<file path="src/rtl/tap_controller.sv">
`default_nettype none
// ============================================================================
//  Module      : tap_controller
//  Description : IEEE 1149.1 TAP state machine with instruction register and
//                1-bit bypass register. Drives the DR strobes of a downstream
//                ID register and muxes TDO from IR, bypass or ID register.
//  Revision    : 1.0  initial release
// ============================================================================
module tap_controller #(
    parameter int              IR_W      = 4,
    parameter logic [IR_W-1:0] IDCODE_OP = {{(IR_W-1){1'b0}}, 1'b1},
    parameter logic [IR_W-1:0] BYPASS_OP = {IR_W{1'b1}}
) (
    input  logic            TCK,
    input  logic            TRST,
    input  logic            TMS,
    input  logic            TDI,
    input  logic            idr_tdo,
    output logic            TDO,
    output logic            TDO_en,
    output logic            CaptureDR,
    output logic            ShiftDR,
    output logic            UpdateDR,
    output logic            CaptureIR,
    output logic            ShiftIR,
    output logic            UpdateIR,
    output logic            TLR,
    output logic            sel_idcode,
    output logic            sel_bypass,
    output logic [IR_W-1:0] ir_value,
    output logic [3:0]      state
);

    // Value parallel-loaded into the IR shifter in Capture-IR (...01)
    localparam logic [IR_W-1:0] c_IR_CAPTURE = {{(IR_W-1){1'b0}}, 1'b1};

    // Encoding is fixed by the standard's debug view of the TAP
    typedef enum logic [3:0] {
        S_TLR     = 4'hF,
        S_RTI     = 4'hC,
        S_SEL_DR  = 4'h7,
        S_CAP_DR  = 4'h6,
        S_SH_DR   = 4'h2,
        S_EX1_DR  = 4'h1,
        S_PAU_DR  = 4'h3,
        S_EX2_DR  = 4'h0,
        S_UPD_DR  = 4'h5,
        S_SEL_IR  = 4'h4,
        S_CAP_IR  = 4'hE,
        S_SH_IR   = 4'hA,
        S_EX1_IR  = 4'h9,
        S_PAU_IR  = 4'hB,
        S_EX2_IR  = 4'h8,
        S_UPD_IR  = 4'hD
    } tap_state_t;

    tap_state_t      r_state;
    tap_state_t      w_next;
    logic [IR_W-1:0] r_ir_shift;
    logic [IR_W-1:0] r_ir_value;
    logic            r_bypass;
    logic            w_sel_idcode;
    logic            w_sel_bypass;

    // TAP state register; TRST returns to Test-Logic-Reset immediately
    always_ff @(posedge TCK or posedge TRST) begin
        if (TRST) begin
            r_state <= S_TLR;
        end else begin
            r_state <= w_next;
        end
    end

    // Next-state decode from TMS
    always_comb begin
        w_next = r_state;
        case (r_state)
            S_TLR:    w_next = TMS ? S_TLR    : S_RTI;
            S_RTI:    w_next = TMS ? S_SEL_DR : S_RTI;
            S_SEL_DR: w_next = TMS ? S_SEL_IR : S_CAP_DR;
            S_CAP_DR: w_next = TMS ? S_EX1_DR : S_SH_DR;
            S_SH_DR:  w_next = TMS ? S_EX1_DR : S_SH_DR;
            S_EX1_DR: w_next = TMS ? S_UPD_DR : S_PAU_DR;
            S_PAU_DR: w_next = TMS ? S_EX2_DR : S_PAU_DR;
            S_EX2_DR: w_next = TMS ? S_UPD_DR : S_SH_DR;
            S_UPD_DR: w_next = TMS ? S_SEL_DR : S_RTI;
            S_SEL_IR: w_next = TMS ? S_TLR    : S_CAP_IR;
            S_CAP_IR: w_next = TMS ? S_EX1_IR : S_SH_IR;
            S_SH_IR:  w_next = TMS ? S_EX1_IR : S_SH_IR;
            S_EX1_IR: w_next = TMS ? S_UPD_IR : S_PAU_IR;
            S_PAU_IR: w_next = TMS ? S_EX2_IR : S_PAU_IR;
            S_EX2_IR: w_next = TMS ? S_UPD_IR : S_SH_IR;
            S_UPD_IR: w_next = TMS ? S_SEL_DR : S_RTI;
            default:  w_next = S_TLR;
        endcase
    end

    // IR shifter: capture ...01, shift right with TDI entering the MSB
    always_ff @(posedge TCK or posedge TRST) begin
        if (TRST) begin
            r_ir_shift <= '0;
        end else if (r_state == S_CAP_IR) begin
            r_ir_shift <= c_IR_CAPTURE;
        end else if (r_state == S_SH_IR) begin
            r_ir_shift <= {TDI, r_ir_shift[IR_W-1:1]};
        end
    end

    // Active instruction: only Update-IR or Test-Logic-Reset may change it
    always_ff @(posedge TCK or posedge TRST) begin
        if (TRST) begin
            r_ir_value <= IDCODE_OP;
        end else if (r_state == S_UPD_IR) begin
            r_ir_value <= r_ir_shift;
        end else if (r_state == S_TLR) begin
            r_ir_value <= IDCODE_OP;
        end
    end

    // Single-bit bypass register, active only while bypass is selected
    always_ff @(posedge TCK or posedge TRST) begin
        if (TRST) begin
            r_bypass <= 1'b0;
        end else if (w_sel_bypass && (r_state == S_CAP_DR)) begin
            r_bypass <= 1'b0;
        end else if (w_sel_bypass && (r_state == S_SH_DR)) begin
            r_bypass <= TDI;
        end
    end

    // Anything other than IDCODE (explicit BYPASS or undefined) selects bypass
    assign w_sel_idcode = (r_ir_value == IDCODE_OP);
    assign w_sel_bypass = !w_sel_idcode || (r_ir_value == BYPASS_OP);

    // Strobes decoded straight from the registered state
    assign TLR        = (r_state == S_TLR);
    assign CaptureDR  = (r_state == S_CAP_DR);
    assign ShiftDR    = (r_state == S_SH_DR);
    assign UpdateDR   = (r_state == S_UPD_DR);
    assign CaptureIR  = (r_state == S_CAP_IR);
    assign ShiftIR    = (r_state == S_SH_IR);
    assign UpdateIR   = (r_state == S_UPD_IR);
    assign TDO_en     = ShiftDR || ShiftIR;
    assign sel_idcode = w_sel_idcode;
    assign sel_bypass = w_sel_bypass;
    assign ir_value   = r_ir_value;
    assign state      = r_state;

    // Serial output mux
    always_comb begin
        TDO = 1'b0;
        if (r_state == S_SH_IR) begin
            TDO = r_ir_shift[0];
        end else if (r_state == S_SH_DR) begin
            TDO = w_sel_idcode ? idr_tdo : r_bypass;
        end
    end

endmodule
`default_nettype wire
</file>
<file path="config.mk">
export PLATFORM = sky130hd
export DESIGN_NAME = tap_controller
export DESIGN_NICKNAME = d
export VERILOG_FILES = /design/src/rtl/tap_controller.sv
export SDC_FILE = /design/constraint.sdc
export NUM_CORES = 1
export LEC_CHECK = 0
export CELL_PAD_IN_SITES_DETAIL_PLACEMENT = 0
export CELL_PAD_IN_SITES_GLOBAL_PLACEMENT = 1
export CORE_UTILIZATION = 26
export DETAILED_ROUTE_END_ITERATION = 10
export HOLD_SLACK_MARGIN = 0.1
export PLACE_DENSITY = 0.71
export SLEW_MARGIN = 20
export SYNTH_ARGS = -nofsm -noshare
export SYNTH_HDL_FRONTEND = slang
export SYNTH_SLANG_ARGS = --single-unit
</file>
<file path="constraint.sdc">
create_clock -name TCK -period 4.5 [get_ports TCK]
set_input_delay 0.675 -clock TCK [delete_from_list [all_inputs] [get_ports TCK]]
set_output_delay 0.675 -clock TCK [all_outputs]
set_load 0.1 [all_outputs]
</file>
# --- Word-level counts from Yosys, hierarchy flattened ---
# Cells that the tools add are included.
# Widths: inputs -> output; s select.
op_classes:
  n_lt_le_gt_ge: 0
  n_bitwise: 0
  n_mux: 22
  div_mod_pow: 0
  n_mul: 0
  n_eq_ne: 17
  n_shift: 0
  reduce_logical: 12
  add_sub_neg: 0
op_table:
  columns: ["cell", "n"]
  rows:
  - ["$pmux 4 s12", 1]
  - ["$eq 4x4->1 const B", 9]
  - ["$mux 4", 5]
  - ["$eq 4x3->1 const B", 4]
  - ["$mux 2", 6]
  - ["$mux 3", 4]
  - ["$eq 4x1->1 const B", 2]
  - ["$eq 4x2->1 const B", 2]
  - ["$mux 1", 6]
  - ["$reduce_bool 2->1", 3]
  - ["$logic_not 4->1", 1]
  - ["$reduce_or 2->1", 2]
  - ["$reduce_or 3->1", 1]
  - ["$logic_and 1x1->1", 2]
  - ["$logic_or 1x1->1", 2]
  - ["$logic_not 1->1", 1]
totals:
  register_bits: 13
  latchBits: 0
  output_inout_bits: 19
  ram_bits: 0
  mem_bits_ro: 0
  memories: 0

# --- Logic depth before layout (Yosys ltp) ---
# Gate-level depths: netlist (run 1).
logic_depth:
  word_depth: 6
  mapped_depth: 5
  mapped_depth_nobuf: 3

# --- Worst setup path after synthesis (run 1) ---
# OpenSTA, ideal clock, no wires.
synth_path:
  kind: "register to output"
  from: "register r_state[1] (netlist: state[1])"
  to: "output CaptureDR"
  t_arrival_ns: 3.536
  stages_incl_launch_ff: 5
  setup_slack_ns: 0.289
  path_cell_list: "dfstp_2 buf_2 nand2b_1 buf_2 nor3b_1"
synth_between:
  elab_chain_len: 1
synth_lines:
  columns: ["element", "line", "source"]
  rows:
  - ["from (decl)", "57", "tap_state_t r_state;"]
  - ["from (signal assigned)", "70", "r_state <= w_next;"]
  - ["$eq 4x3->1", "137", "assign CaptureDR = (r_state == S_CAP_DR);"]
  - ["to (decl)", "21", "output logic CaptureDR,"]
# No other way between the ends.

# --- Final worst setup path (run 1) ---
layout_path:
  from: "register r_state[1] (netlist: state[1])"
  to: "output TDO"
layout_between:
  elab_chain_len: 3
layout_lines:
  columns: ["element", "line", "source"]
  rows:
  - ["$eq 4x2->1", "154", "end else if (r_state == S_SH_DR) begin"]
  - ["$mux 1", "154", null]
  - ["$mux 1 *", "152", "if (r_state == S_SH_IR) begin"]
  - ["to (decl)", "19", "output logic TDO,"]
# Mark *: on every way between the ends. The rest lies on a longest branch, timed or not.

==> qor.txt, run 1 <==
Cells after DPL: 125
CP Max Fanout: 11
crit-path cells: nand2b_1 > nor2_1 > o211a_1 > clkdlybuf4s50_1
cell accounting for the most synthesized area: dfrtp_1
starting density of the core: 27.98%
CTS tree: built
Final Cycle Share: 74.02%
Final #Nets: 105
vias in the first global route: 542
Clk Tree Root Cell: clkbuf_4
Avg WL per Cell: 11.71 um
largest delay contributor family on the critical path: buffers and inverters
core area: 2522 sq um
H-tree depth: 1
P&R area growth vs syn: 38.12%
Yosys warnings: 0
Placer Congestion: 0.7356
Rows: 18
pin count of the biggest net entering global routing: 17
Die W: 54.10 um
cts hold-fix bufs: 0
sequential element share of the synthesized area: 46.99%
Required @ worst endpoint: 3830 ps
Max-Cap Viols: 0
mapped cell area: 705.7 sq um
type of the worst min-delay path: flip-flop to flip-flop
vias post-DR: 609
gr usage total: 12.21%
actual slew at the worst max-slew pin: 967.9 ps
# clock sinks: 13
Slew HR: 35.27%
hpwl dp: 1.086 mm
final wirelength: 1.511 mm
met3 GRT Util: 2.542%
skew final: 5.193 ps
Filler Cells Inserted: 277
sum of negative setup slack: 0 ps
f_max: 300.2 MHz
I/O Buffers: 23
global-route wire length before repair: 2.442 mm
routing usage on met1: 16.32%
crit-path max cell delay: 1130 ps
ranking of synthesized cells by area: dfrtp_1 (28%), dfstp_2 (19%), nand2_1 (7.4%)
critical setup path kind: flip-flop to output port
num ports: 24
Antenna Violating Nets Remaining: 0
layout cells sized above 1: 11.11%
commonest non-fill, non-tap cell in the layout: clkdlybuf4s50_1
Yosys reg bits: 13
Vias/cell: 4.721
final design utilization: 38.64%
Remaining DRCs: 0
crit path max-delay cell type: clkdlybuf4s50_1
post-synth top area share: 28.37%
synthesized area per cell: 9.165 sq um
met2 Use GR: 17.08%
insertion delay to the later sink of the worst-skew pair: 270 ps
CTS buffer count: 3
crit path DAT: 2660 ps
clock tree buffer depth: 2
fin crit period: 3331 ps
Slew Viols, Final: 0
CP endpoint kind: output port
Non-Filler Instances: 129
GRT overflow: 0
distinct cell type count after synthesis: 26
Gate Count Post-Synth: 77
CP Launch Type: flip-flop
clock slew at reported path FFs: 80 ps
critical path buffer and inverter count: 1
most used routing layer: met2
initial antenna violation count: 0
Post-CTS Setup Inserts: 0
Die Ht: 54.10 um
most frequent cells in the layout: clkdlybuf4s50_1 (23), nand2_1 (14), o21ai_0 (9)
# diodes: 0
setup repair after global routing missed its margin: false
die area: 2926 sq um
Final setup viols: 0
DRT iter0 DRCs: 7
status: complete, no violations
syn nets: 82
drt first pass iters: 4
Final Hold Violating Endpoints: 0
Resize count post-CTS: 0
## path summary, 6_finish.rpt
kind | startpoint | end | slack, ps | depth (start not counted)
worst max-delay path | state[1] | TDO | 1170 | 4
worst min-delay path | ir_value[0] | ir_value[0] | 490 | 2
worst max register to register | state[0] | state[1] | 3080 | 3
worst min register to register | ir_value[0] | ir_value[0] | 490 | 2
max in group asynchronous | TRST | ir_value[0] | 3430 | 2
min in group asynchronous | TRST | r_ir_shift[0] | 710 | 2
## Yosys cell counts
master,instances
nand2b_1,6
nor2_1,6
inv_1,3
mux2_2,1
a22o_1,1
buf_2,5
dfrtp_1,8
o21ai_0,9
o31ai_1,1
dfstp_2,5
a21oi_1,2
o211a_1,1
nor3_1,1
o41ai_1,1
nand2_1,14
mux2_4,1
a21o_1,1
nor4b_4,1
and3b_1,1
nand3b_1,1
nor3b_1,2
nor2b_1,1
a311o_1,1
and2_1,1
nand3_1,2
or3b_1,1
## worst reg2reg max path, cell delays in order, from the launching register on
cell and delay, ps:
dfstp_2 600, nand2b_1 310, a21oi_1 110, a311o_1 320
## per-layer routing
metal | routed length (um) | share of wire (%) | up-vias
li1 | - | - | 306
met2 | 626 | 41 | 22
met5 | 0 | 0 | -
met1 | 769 | 51 | 276
met4 | 46 | 3.0 | 0
met3 | 69 | 4.6 | 5
## final cells by class
class / count / area, sq um / share of cell area [%]
flip-flops and latches: 13 / 331.6 / 34.02
repair buffers: 23 / 230.2 / 23.62
well taps: 30 / 37.54 / 3.851
multi-input cells: 56 / 337.8 / 34.66
clock buffers: 4 / 26.28 / 2.696
inverters: 3 / 11.26 / 1.155
## state kept, by name (all words and copies together) (netlist names)
name and count:
state 4, r_ir_shift 4, ir_value 4, r_bypass 1
## cells by family (layout without fill, tap and decap cells)
kind of cell,Yosys count,count (layout),share of synthesized area [%]
compound gates,17,17,15.25
buf+inv,8,30,5.141
flops,13,13,46.99
mux,2,2,3.723
simple gates,37,37,28.90
## per-stage QoR
step | setup WS, ps | hold WS (ps) | cell area (sq um)
after global placement | 1325 | 480.8 | 948.4
after floorplan | 288.5 | 463.5 | 705.7
final | 1169 | 494.0 | 974.7
after global routing | 1011 | 538.0 | 974.7
after detailed placement | 1287 | 489.9 | 948.4
after CTS | 1120 | 501.2 | 974.7
Power of run 1 is left out: the tool's default activity adds up to more than one toggle a clock period on the data nets, which glitch-free logic cannot reach.
==> inputs of run 2 (changes only) <==
--- a/config.mk
+++ b/config.mk
@@ -10,7 +10,7 @@
 export CORE_UTILIZATION = 26
 export DETAILED_ROUTE_END_ITERATION = 10
 export HOLD_SLACK_MARGIN = 0.1
-export PLACE_DENSITY = 0.71
+export PLACE_DENSITY = 0.73
 export SLEW_MARGIN = 20
 export SYNTH_ARGS = -nofsm -noshare
 export SYNTH_HDL_FRONTEND = slang
==> constraint.sdc (replaced) <==
create_clock -name TCK -period 2.79 [get_ports TCK]
set_input_delay 0.4185 -clock TCK [delete_from_list [all_inputs] [get_ports TCK]]
set_output_delay 0.4185 -clock TCK [all_outputs]
set_load 0.1 [all_outputs]
==> run 2 against run 1 <==
  * Register-to-register slack worse by 1900 ps
  * Clock skew is essentially flat
  * Cell count did not move
  * Largest cell class unchanged
  * Global-route usage about the same
  * Via count grew 0.16%
  * Utilization grew 1.0 points
  * Critical path depth did not move
  * Highest routed layer unchanged
  * Setup slack got worse by 760 ps
  * Die area is the same
  * Non-clock buffer count did not move
  * First-iteration DRC count up 14%
  * Wire length is 3.6% higher
  * Critical path type unchanged
==> qor.txt, run 2 (synthesis gave the netlist of run 1 again) <==
GRT overflow: 0 (unchanged)
insertion delay to the later sink of the worst-skew pair: 270 ps (about the same)
CP endpoint kind: output port
Final Cycle Share: 85.47%
# diodes: 0 (unchanged)
setup repair after global routing missed its margin: false
CP Max Fanout: 5 (-6)
register area: 339.1 sq um (+2.3%)
Reg-to-Reg End: state[1]
FF-to-FF setup slack: 1210 ps (-1870 ps)
I/O Buffers: 23 (unchanged)
Required @ worst endpoint: 2370 ps (-1460 ps)
starting density of the core: 27.98% (unchanged)
fin crit period: 2385 ps
CTS tree: built
drt first pass iters: 4 (unchanged)
Die W: 54.10 um (unchanged)
reg-to-reg startpoint: state[0]
Slew HR: 66.80% (+32 points)
Placer Congestion: 0.6639 (-9.7%)
final design utilization: 39.68% (+1.0 points)
cts hold-fix bufs: 0 (unchanged)
die area: 2926 sq um (unchanged)
H-tree depth: 1 (unchanged)
Resize count post-CTS: 0 (unchanged)
Final setup viols: 0 (unchanged)
pin count of the biggest net entering global routing: 17 (unchanged)
status: complete, no violations
f_max: 419.4 MHz
crit path max-delay cell type: dfstp_4
initial antenna violation count: 0 (unchanged)
layout cells sized above 1: 41.41% (+30 points)
crit path DAT: 1970 ps (-690 ps)
Slew Viols, Final: 0 (unchanged)
Final #Nets: 105 (unchanged)
Remaining DRCs: 0 (unchanged)
gr usage total: 12.18% (-0.029 points)
DRT iter0 DRCs: 8 (+1)
crit-path cells: nor4b_4 > mux2_4 > o211a_4 > buf_12
commonest non-fill, non-tap cell in the layout: buf_4
type of the worst min-delay path: input pin to async pin
P&R area growth vs syn: 41.84%
most frequent cells in the layout: buf_4 (17), nand2_1 (14), o21ai_0 (9)
Vias/cell: 4.729 (+0.16%)
CP Launch Type: flip-flop
Avg WL per Cell: 12.13 um (+3.6%)
Final Hold Violating Endpoints: 0 (unchanged)
critical path buffer and inverter count: 1 (unchanged)
vias in the first global route: 510 (-5.9%)
actual slew at the worst max-slew pin: 498.0 ps (-469.9 ps)
# clock sinks: 13 (unchanged)
num ports: 24 (unchanged)
global-route wire length before repair: 2.415 mm (-1.1%)
vias post-DR: 610 (+0.16%)
number of cells on the critical path: 4 (unchanged)
clock slew at reported path FFs: 80 ps (about the same)
largest delay contributor family on the critical path: flip-flops
Post-CTS Setup Inserts: 0 (unchanged)
Clk Tree Root Cell: clkbuf_4
Rows: 18 (unchanged)
area of the multi-input gates: 379.1 sq um (+12%)
final wirelength: 1.565 mm (+3.6%)
clock tree buffer depth: 2 (unchanged)
hpwl dp: 1.143 mm (+5.3%)
core area: 2522 sq um (unchanged)
CTS buffer count: 3 (unchanged)
Die Ht: 54.10 um (unchanged)
Antenna Violating Nets Remaining: 0 (unchanged)
Max-Cap Viols: 0 (unchanged)
critical setup path kind: flip-flop to output port
Filler Cells Inserted: 273 (-1.4%)
worst reg2reg path depth: 3 (unchanged)
crit-path max cell delay: 620 ps (-510 ps)
skew final: 5.248 ps (+0.05453 ps)
## run 2: cell types whose count changed in the layout (fill, tap and decap cells not counted), moves of 2 or more
cell / before / now
dfrtp_1: 8 / 5
dfrtp_2: 0 / 3
clkdlybuf4s50_1: 23 / 4
buf_12: 0 / 2
buf_4: 0 / 17
nor2_2: 0 / 3
nor2_1: 6 / 2
## run 2: metrics by stage
stage	TNS (ps)	instance area (sq um)	setup slack [ps]	std cells	hold WS, ps
4_1_cts	0	1001	385.6	129	474.7
6_report	0	1001	405.4	129	462.3
3_3_place_gp	0	974.7	729.4	125	484.1
5_1_grt	0	1001	316.8	129	505.4
2_1_floorplan	-988.1	754.5	-451.0	77	291.7
3_5_place_dp	0	974.7	693.0	125	498.4
## run 2: cell type report
type	instances	area share [%]
Inverter	3	1.125
Timing Repair Buffer	23	20.75
Clock buffer	4	2.625
Multi-Input combinational cell	56	37.88
Tap cell	30	3.750
Sequential cell	13	33.87
## run 2: worst max path at each step
| stage | startpoint | endpoint | slack, ps |
|---|---|---|---|
| 2_1_floorplan | ir_value[0] | sel_bypass | -450 |
| 3_3_place_gp | ir_value[0] | TDO | 730 |
| 3_5_place_dp | ir_value[0] | TDO | 690 |
| 4_1_cts | ir_value[0] | TDO | 390 |
| 5_1_grt | ir_value[0] | TDO | 320 |
| 6_report | ir_value[0] | TDO | 410 |
## run 2: metal layers
metal | part of all wire (%) | GRT usage [%]
met5 | 0 | 0
met4 | 1.2 | 7.692
met3 | 4.7 | 2.542
met2 | 45 | 16.87
met1 | 49 | 16.89
Power of run 2 is left out for the same reason.
==> inputs of run 3 (changes only) <==
--- a/config.mk
+++ b/config.mk
@@ -11,6 +11,7 @@
 export DETAILED_ROUTE_END_ITERATION = 10
 export HOLD_SLACK_MARGIN = 0.1
 export PLACE_DENSITY = 0.73
+export RECOVER_POWER = 100
 export SLEW_MARGIN = 20
 export SYNTH_ARGS = -nofsm -noshare
 export SYNTH_HDL_FRONTEND = slang
==> run 3 against run 2 <==
  * Clock skew about the same
  * Critical path depth fell by 1
  * Cell count stayed put
  * Die area stayed put
==> qor.txt, run 3 (synthesis gave the netlist of run 1 again) <==
status: complete, no violations
Slew HR: 22.83% (-44 points)
commonest non-fill, non-tap cell in the layout: nand2_1
Cells after DPL: 125 (unchanged)
final wirelength: 1.554 mm (-0.70%)
Clk Tree Root Cell: clkbuf_4
crit path DAT: 2050 ps (+80 ps)
Slew Viols, Final: 0 (unchanged)
skew final: 4.954 ps (-0.2938 ps)
Remaining DRCs: 0 (unchanged)
actual slew at the worst max-slew pin: 1163 ps (+664.6 ps)
I/O Buffers: 23 (unchanged)
f_max: 404.3 MHz (-3.6%)
clock slew at reported path FFs: 70 ps (about the same)
setup repair after global routing missed its margin: false
type of the worst min-delay path: flip-flop to flip-flop
Placer Congestion: 0.6639 (unchanged)
Final setup viols: 0 (unchanged)
num ports: 24 (unchanged)
Filler Cells Inserted: 281 (+2.9%)
CP endpoint kind: output port
critical setup path kind: flip-flop to output port
Rows: 18 (unchanged)
global-route wire length before repair: 2.415 mm (unchanged)
fin crit period: 2473 ps (+88.58 ps)
Cell Area, Placed: 974.7 sq um (unchanged)
die area: 2926 sq um (unchanged)
Resize count post-CTS: 0 (unchanged)
CTS buffer count: 3 (unchanged)
final design utilization: 37.65% (-2.0 points)
Final Cycle Share: 88.65% (+3.2 points)
Final #Nets: 105 (unchanged)
layout cells sized above 1: 30.30% (-11 points)
most frequent cells in the layout: nand2_1 (14), o21ai_0 (9), clkbuf_1 (9)
# diodes: 0 (unchanged)
drt first pass iters: 4 (unchanged)
starting density of the core: 27.98% (unchanged)
P&R area growth vs syn: 34.57%
Die Ht: 54.10 um (unchanged)
Required @ worst endpoint: 2370 ps (about the same)
Fin Hold WS: 507.6 ps (+45.29 ps)
# clock sinks: 13 (unchanged)
insertion delay to the later sink of the worst-skew pair: 270 ps (about the same)
CP Max Fanout: 11 (+6)
clock tree buffer depth: 2 (unchanged)
CTS tree: built
core area: 2522 sq um (unchanged)
initial antenna violation count: 0 (unchanged)
design area: 949.7 sq um (-5.1%)
pin count of the biggest net entering global routing: 17 (unchanged)
Post-CTS Setup Inserts: 0 (unchanged)
Vias/cell: 4.736 (+0.16%)
Max-Cap Viols: 0 (unchanged)
Antenna Violating Nets Remaining: 0 (unchanged)
vias post-DR: 611 (+0.16%)
Non-Filler Instances: 129 (unchanged)
Avg WL per Cell: 12.05 um (-0.70%)
CP Launch Type: flip-flop
Die W: 54.10 um (unchanged)
cts hold-fix bufs: 0 (unchanged)
gr usage total: 12.18% (unchanged)
H-tree depth: 1 (unchanged)
GRT overflow: 0 (unchanged)
Final Hold Violating Endpoints: 0 (unchanged)
DRT iter0 DRCs: 7 (-1)
hpwl dp: 1.143 mm (unchanged)
vias in the first global route: 510 (unchanged)
==> run 3: cell count changes in the layout (fill, tap and decap cells not counted) <==
cell / previous run / this run
buf_4: 17 / 2
clkbuf_1: 1 / 9
clkbuf_2: 0 / 7
clkdlybuf4s50_1: 4 / 3
dfstp_1: 0 / 2
dfstp_2: 4 / 2
dlygate4sd3_1: 0 / 1
mux2_1: 0 / 1
mux2_4: 1 / 0
==> run 3: cell type report <==
class | count | area, sq um | share of cell area [%]
Clock buffer | 4 | 26.28 | 2.767
Inverter | 3 | 11.26 | 1.186
Multi-Input combinational cell | 56 | 375.4 | 39.53
Sequential cell | 13 | 339.1 | 35.70
Tap cell | 30 | 37.54 | 3.953
Timing Repair Buffer | 23 | 160.2 | 16.86
==> run 3: worst paths after layout <==
kind / from / to / slack, ps / cells after the start
setup / recovery: state[1] / TDO_en / 320 / 3
hold / removal: r_bypass / r_bypass / 510 / 2
setup reg to reg: state[1] / r_bypass / 1110 / 3
hold reg to reg: r_bypass / r_bypass / 510 / 2
max in group asynchronous: TRST / state[2] / 1830 / 2
min in group asynchronous: TRST / r_ir_shift[1] / 600 / 2
==> run 3: worst max-delay path, stage by stage (launching register included) <==
cell      delay (ps)
dfstp_1          740
nand2b_1         360
nor2_4           210
clkbuf_2         480
==> run 3: through the flow <==
step	TNS, ps	setup WS, ps
2_1_floorplan	-988.1	-451.0
3_3_place_gp	0	729.4
3_5_place_dp	0	693.0
4_1_cts	0	385.6
5_1_grt	0	189.5
6_report	0	316.8
==> run 3: metal layers <==
metal  vias to the layer above  track usage [%]  share of wire, %
met5                         -                0                 0
met4                         0            7.692               1.2
met3                         2            2.542               4.7
met2                        14            16.87                47
met1                       290            16.89                47
li1                        305                -                 -
Power of run 3 is left out for the same reason.
